$ cat src/rtl/hex_msg_pkg.sv
// Shared message ids, message lengths and window size for the HEX scroller.
package hex_msg_pkg;

    typedef enum logic [1:0] {
        LOL   = 2'd0,
        LEVEL = 2'd1,
        DEATH = 2'd2
    } msg_id_t;

    localparam int unsigned WINDOW = 4;
    localparam int unsigned MSG_LEN [3] = '{6, 5, 5};

    // Largest leftmost-character index; messages that fit the window never scroll.
    function automatic logic [4:0] max_offset(input msg_id_t id);
        int unsigned len;
        len = (id == LOL) ? MSG_LEN[0] : ((id == LEVEL) ? MSG_LEN[1] : MSG_LEN[2]);
        return (len > WINDOW) ? 5'(len - WINDOW) : 5'd0;
    endfunction

    function automatic msg_id_t highest(input logic [2:0] pend);
        if (pend[2]) begin
            return DEATH;
        end else if (pend[1]) begin
            return LEVEL;
        end
        return LOL;
    endfunction

endpackage

$ cat src/rtl/hex_tick_gen.sv
// Scroll prescaler: one-cycle step strobe every TICK_MAX cycles, held at zero while cleared.
module hex_tick_gen #(
    parameter int unsigned TICK_MAX = 12_500_000
) (
    input  logic clk,
    input  logic reset_n,
    input  logic clear,
    output logic step
);

    localparam int unsigned CW = (TICK_MAX > 1) ? $clog2(TICK_MAX) : 1;
    localparam logic [CW-1:0] LAST = CW'(TICK_MAX - 1);

    logic [CW-1:0] cnt_q, cnt_d;

    assign step = !clear && (cnt_q == LAST);

    always_comb begin
        cnt_d = cnt_q + CW'(1);
        if (clear || step) begin
            cnt_d = '0;
        end
    end

    always_ff @(posedge clk or negedge reset_n) begin
        if (!reset_n) begin
            cnt_q <= '0;
        end else begin
            cnt_q <= cnt_d;
        end
    end

endmodule

$ cat src/rtl/hex_msg_scheduler.sv
// Priority scheduler for scrolling HEX messages (DEATH > LEVEL > LOL).
// Optional abort-on-higher-priority behaviour is enabled with macro HEXMSG_PREEMPT_EN.
module hex_msg_scheduler
    import hex_msg_pkg::*;
#(
    parameter int unsigned TICK_MAX = 12_500_000,
    parameter int unsigned PASSES   = 2
) (
    input  logic       clk,
    input  logic       reset_n,
    input  logic [2:0] req,
    output logic [2:0] grant,
    output logic [2:0] done,
    output logic [1:0] msg_sel,
    output logic [4:0] offset,
    output logic       active
);

    typedef enum logic {StIdle, StShow} state_t;

    localparam logic [3:0] LAST_PASS = 4'(PASSES - 1);

    state_t      state_q, state_d;
    logic [2:0]  pending_q, pending_d;
    logic [2:0]  grant_q, grant_d;
    msg_id_t     sel_q, sel_d;
    logic [4:0]  offset_q, offset_d;
    logic [3:0]  pass_q, pass_d;
    logic        step;
    logic        last_step;
    logic        preempt;

    hex_tick_gen #(
        .TICK_MAX (TICK_MAX)
    ) u_tick_gen (
        .clk     (clk),
        .reset_n (reset_n),
        .clear   (state_q != StShow),
        .step    (step)
    );

    always_comb begin
        preempt = 1'b0;
`ifdef HEXMSG_PREEMPT_EN
        unique case (sel_q)
            LOL:     preempt = |pending_q[2:1];
            LEVEL:   preempt = pending_q[2];
            default: preempt = 1'b0;
        endcase
`endif
    end

    assign last_step = step && (offset_q >= max_offset(sel_q)) && (pass_q == LAST_PASS);

    always_comb begin
        state_d  = state_q;
        grant_d  = grant_q;
        sel_d    = sel_q;
        offset_d = offset_q;
        pass_d   = pass_q;
        done     = 3'b000;

        unique case (state_q)
            StIdle: begin
                if (|pending_q) begin
                    state_d  = StShow;
                    sel_d    = highest(pending_q);
                    grant_d  = 3'b001 << sel_d;
                    offset_d = 5'd0;
                    pass_d   = 4'd0;
                end
            end
            StShow: begin
                if (last_step) begin
                    done     = grant_q;
                    state_d  = StIdle;
                    grant_d  = 3'b000;
                    offset_d = 5'd0;
                    pass_d   = 4'd0;
                end else if (preempt) begin
                    // Aborted source keeps its pending bit and is re-shown from the start.
                    state_d  = StIdle;
                    grant_d  = 3'b000;
                    offset_d = 5'd0;
                    pass_d   = 4'd0;
                end else if (step) begin
                    if (offset_q < max_offset(sel_q)) begin
                        offset_d = offset_q + 5'd1;
                    end else begin
                        offset_d = 5'd0;
                        pass_d   = pass_q + 4'd1;
                    end
                end
            end
            default: state_d = StIdle;
        endcase

        // A request in the completion cycle wins over the clear.
        pending_d = (pending_q & ~done) | req;
    end

    always_ff @(posedge clk or negedge reset_n) begin
        if (!reset_n) begin
            state_q   <= StIdle;
            pending_q <= 3'b000;
            grant_q   <= 3'b000;
            sel_q     <= LOL;
            offset_q  <= 5'd0;
            pass_q    <= 4'd0;
        end else begin
            state_q   <= state_d;
            pending_q <= pending_d;
            grant_q   <= grant_d;
            sel_q     <= sel_d;
            offset_q  <= offset_d;
            pass_q    <= pass_d;
        end
    end

    assign grant   = grant_q;
    assign msg_sel = sel_q;
    assign offset  = offset_q;
    assign active  = (state_q == StShow);

endmodule
$ cat config.mk
export PLATFORM = sky130hd
export DESIGN_NAME = hex_msg_scheduler
export DESIGN_NICKNAME = d
export VERILOG_FILES = /design/src/rtl/hex_msg_pkg.sv /design/src/rtl/hex_tick_gen.sv /design/src/rtl/hex_msg_scheduler.sv
export SDC_FILE = /design/constraint.sdc
export NUM_CORES = 1
export LEC_CHECK = 0
export ABC_AREA = 1
export BUFFER_PORTS_ARGS = -buffer_cell sky130_fd_sc_hd__buf_2
export CAP_MARGIN = 20
export CORE_UTILIZATION = 50
export CTS_BUF_LIST = sky130_fd_sc_hd__clkbuf_4
export CTS_CLUSTER_DIAMETER = 100
export DETAILED_ROUTE_END_ITERATION = 8
export MAX_ROUTING_LAYER = met4
export PLACE_DENSITY = 0.72
export SETUP_SLACK_MARGIN = 0.15
export SYNTH_ARGS = -nofsm -noshare
export SYNTH_HDL_FRONTEND = slang
export SYNTH_HIERARCHICAL = 1
export SYNTH_SLANG_ARGS = --single-unit
$ cat constraint.sdc
create_clock -name clk -period 2.5 [get_ports clk]
set_input_delay 0.25 -clock clk [delete_from_list [all_inputs] [get_ports clk]]
set_output_delay 0.25 -clock clk [all_outputs]
set_load 0.05 [all_outputs]
==> metrics.txt <==
setup ws final=0.183 ns; path depth of the worst reg2reg path=18; largest family of logic cells by synthesized area=simple AND/OR/NAND/NOR gates; H-tree Lvls=2; placed cell area=0.00276 mm²; adder-cell area share of the yosys netlist=0.0287; Worst Path Arrival=2.07 ns; FP Rows=25; yosys warns=6; Highest Clock Rate=432 MHz; maxcap violations=0; final core occ=0.629; Clock transition at path regs=0.14 ns; xor-xnor portion of the synthesized cell area=0.0468; Root Buffer=clkbuf_4; global route overflow=0; total track usage=0.227; overall power=1.03 mW; Synth Area in Compound Gates=0.0473; Vias=2205; initial antenna violation count=0; worst setup path class=reg2out; Die ar.=0.00553 mm²; Die Y=74.4 µm; post-DR vias/cell=4.92; clk_lat worst skew=0.36 ns; Post-Synthesis Cells=334; hold crit path type=in2async; P per Cell Area=335 mW/mm²; total iterations of the first detailed-routing run=4; status=finished clean; storage element area=0.00105 mm²; Final Non-Filler Cells=448; Top cell by count, worst path=nand2_2; vias in the first global route=2044; final period utilization=0.927; worst-margin pin slew=0.957 ns; syn_nets=345; sequential share of the synthesized area=0.402; Startpoint Class=register; IO Port Bufs=18; maximum clock path buffer count=2; design area=0.00307 mm²; Simple-Gate Fraction of Synth Area=0.393; Final Max Tran Viols=0; Final Hold Fails=0; ANT nets after route=0; Starting Density=0.536; TritonCTS buffer count=5; synth unique cells=30; maximum fanout along the worst path=6; CTS tree=built; initial DRC count=132; Diodes inserted=0; Worst path slowest cell=dfrtp_1; Peak VDD IR=0.263 mV; Final setup viols=0; Syn-to-layout area delta=17.3%; post-layout net count=392; Critical Path, Cell by Cell=ha_2, nand2_2, nor2_4, nand2_2, nand3b_4, nor2_4, nand2_2, inv_2, nand2_2, inv_2, nand3_4, nor2_4, buf_8; mux contribution to synthesized area=0; die width=74.4 µm; CTS sink cnt=42; DP Worst Slack=0.154 ns; placed insts=418; Mapped Avg Cell Area=7.84 µm²; HPWL Detailed=3550 µm; core box area=0.00488 mm²; routed len/inst=11.9 µm; Syn Std Cell Area=0.00262 mm²; Critical Path RT=2.25 ns; Final min period=2.32 ns; Routed WL=5330 µm; flops & latches, synth=42; Fillers=468; Top Ports=19; area taken by multi-input logic gates=0.00141 mm²; DRC errors left=0; relative slew slack=0.362; RSZ-0062 raised after global routing=yes; gpl congestion=0.964; clock skew=0.0200 ns; final hold slack=0.0360 ns; static leakage=1.55 nW; flop2flop setup slack=0.20 ns; share of layout cells above drive strength 1=0.289; hold buffers post-CTS=0; largest net degree at the start of global routing=43; Worst path max stage delay=0.37 ns; total negative slack=0 ns; first-pass GRT wire length=9180 µm; Worst Setup End Kind=output port
[layout by cell type (no fill, tap or decap), types with 6 or more instances in the layout]
cell,count
buf_2,15
buf_4,25
dfrtp_1,39
inv_1,41
nand2_1,81
nand2_2,11
nand2_4,6
nand3_1,21
nor2_1,48
nor2_2,16
nor2_4,10
xor2_1,12
[routing by layer]
metal / track usage / wire [µm] / vias to the layer above
met3: 0.0461 / 191 / 18
li1: - / - / 1116
met5: - / 0 / -
met2: 0.369 / 2560 / 41
met4: 0.0839 / 149 / 0
met1: 0.279 / 2420 / 1030
[path summary, 6_finish.rpt]
path                                          startpoint                              to
hold / removal                                   reset_n   u_tick_gen/cnt_q[6]$_DFF_PN0_
hold reg to reg                   pending_q[0]$_DFF_PN0_            grant[0]$_DFFE_PN0P_
min in group clk                                  req[0]          pending_q[0]$_DFF_PN0_
setup reg to reg           u_tick_gen/cnt_q[0]$_DFF_PN0_  u_tick_gen/cnt_q[22]$_DFF_PN0_
setup / recovery           u_tick_gen/cnt_q[0]$_DFF_PN0_                         done[1]
max in group asynchronous                        reset_n   u_tick_gen/cnt_q[5]$_DFF_PN0_
[final cells by class]
| cell class | instances | share of cell area |
|---|---|---|
| multi-input combinational | 244 | 0.458 |
| sequential | 42 | 0.344 |
| timing repair buffer | 43 | 0.0978 |
| inverter | 45 | 0.0566 |
| tap | 67 | 0.0273 |
| clock buffer | 5 | 0.0122 |
| clock inverter | 2 | 0.00489 |
[sequential cells by signal, summed over array words and instances (netlist names)]
signal            count
msg_sel               2
u_tick_gen/cnt_q     24
offset                5
pass_q                4
grant                 3
pending_q             3
active                1
[critical path, delay by kind of cell (launching register included)]
family / cells / cell delay, ns
simple gates: 9 / 0.88
flops: 1 / 0.37
fa+ha+maj: 1 / 0.20
buf+inv: 3 / 0.27
[where the power goes]
part	total (mW)	leakage [nW]	internal, mW	switching (mW)
Combinational	0.0167	0.984	0.00320	0.0135
Sequential	0.679	0.542	0.679	0
Clock	0.333	0.0233	0.104	0.229
Total	1.03	1.55	0.787	0.243
[timing repair]
item	in CTS	in global routing
resized for setup	14	14
pin swaps	7	7
setup buffers	15	8
setup endpoints to repair	3	5
[cell usage after synthesis]
| cell | n | share of area |
|---|---|---|
| nor2_4 | 4 | 0.017 |
| inv_2 | 1 | 0.0014 |
| clkinv_4 | 1 | 0.0033 |
| nand3_4 | 1 | 0.0067 |
| dfrtp_1 | 42 | 0.40 |
| nand2_2 | 8 | 0.019 |
| xnor2_1 | 2 | 0.0067 |
| o21ai_0 | 5 | 0.0096 |
| nand3b_1 | 4 | 0.011 |
| buf_12 | 1 | 0.0076 |
| inv_1 | 43 | 0.062 |
| nand2_4 | 6 | 0.026 |
| nor2_1 | 52 | 0.075 |
| nand3_2 | 2 | 0.0076 |
| o21bai_2 | 2 | 0.0086 |
| nand2_1 | 84 | 0.12 |
| nand3_1 | 22 | 0.042 |
| o211ai_4 | 1 | 0.0081 |
| nand3b_4 | 1 | 0.0076 |
| xor2_1 | 12 | 0.040 |
| a21oi_1 | 1 | 0.0019 |
| nor2_2 | 18 | 0.043 |
| ha_1 | 6 | 0.029 |
| and2_1 | 1 | 0.0024 |
| nor2_8 | 1 | 0.0076 |
| or2_1 | 1 | 0.0024 |
| o21ai_1 | 4 | 0.0076 |
| o21bai_1 | 4 | 0.011 |
| buf_6 | 2 | 0.0086 |
| nand4_1 | 2 | 0.0048 |
[cell families (layout without fill, tap and decap cells)]
| kind of cell | Yosys count | in the layout |
|---|---|---|
| AND/OR/NAND/NOR | 207 | 207 |
| buffers and inverters | 48 | 95 |
| flip-flops | 42 | 42 |
| AO/OA/AOI/OAI | 17 | 17 |
| XOR/XNOR | 14 | 14 |
| adder cells (fa/ha/maj) | 6 | 6 |
(Power assumes the default switching activity.)
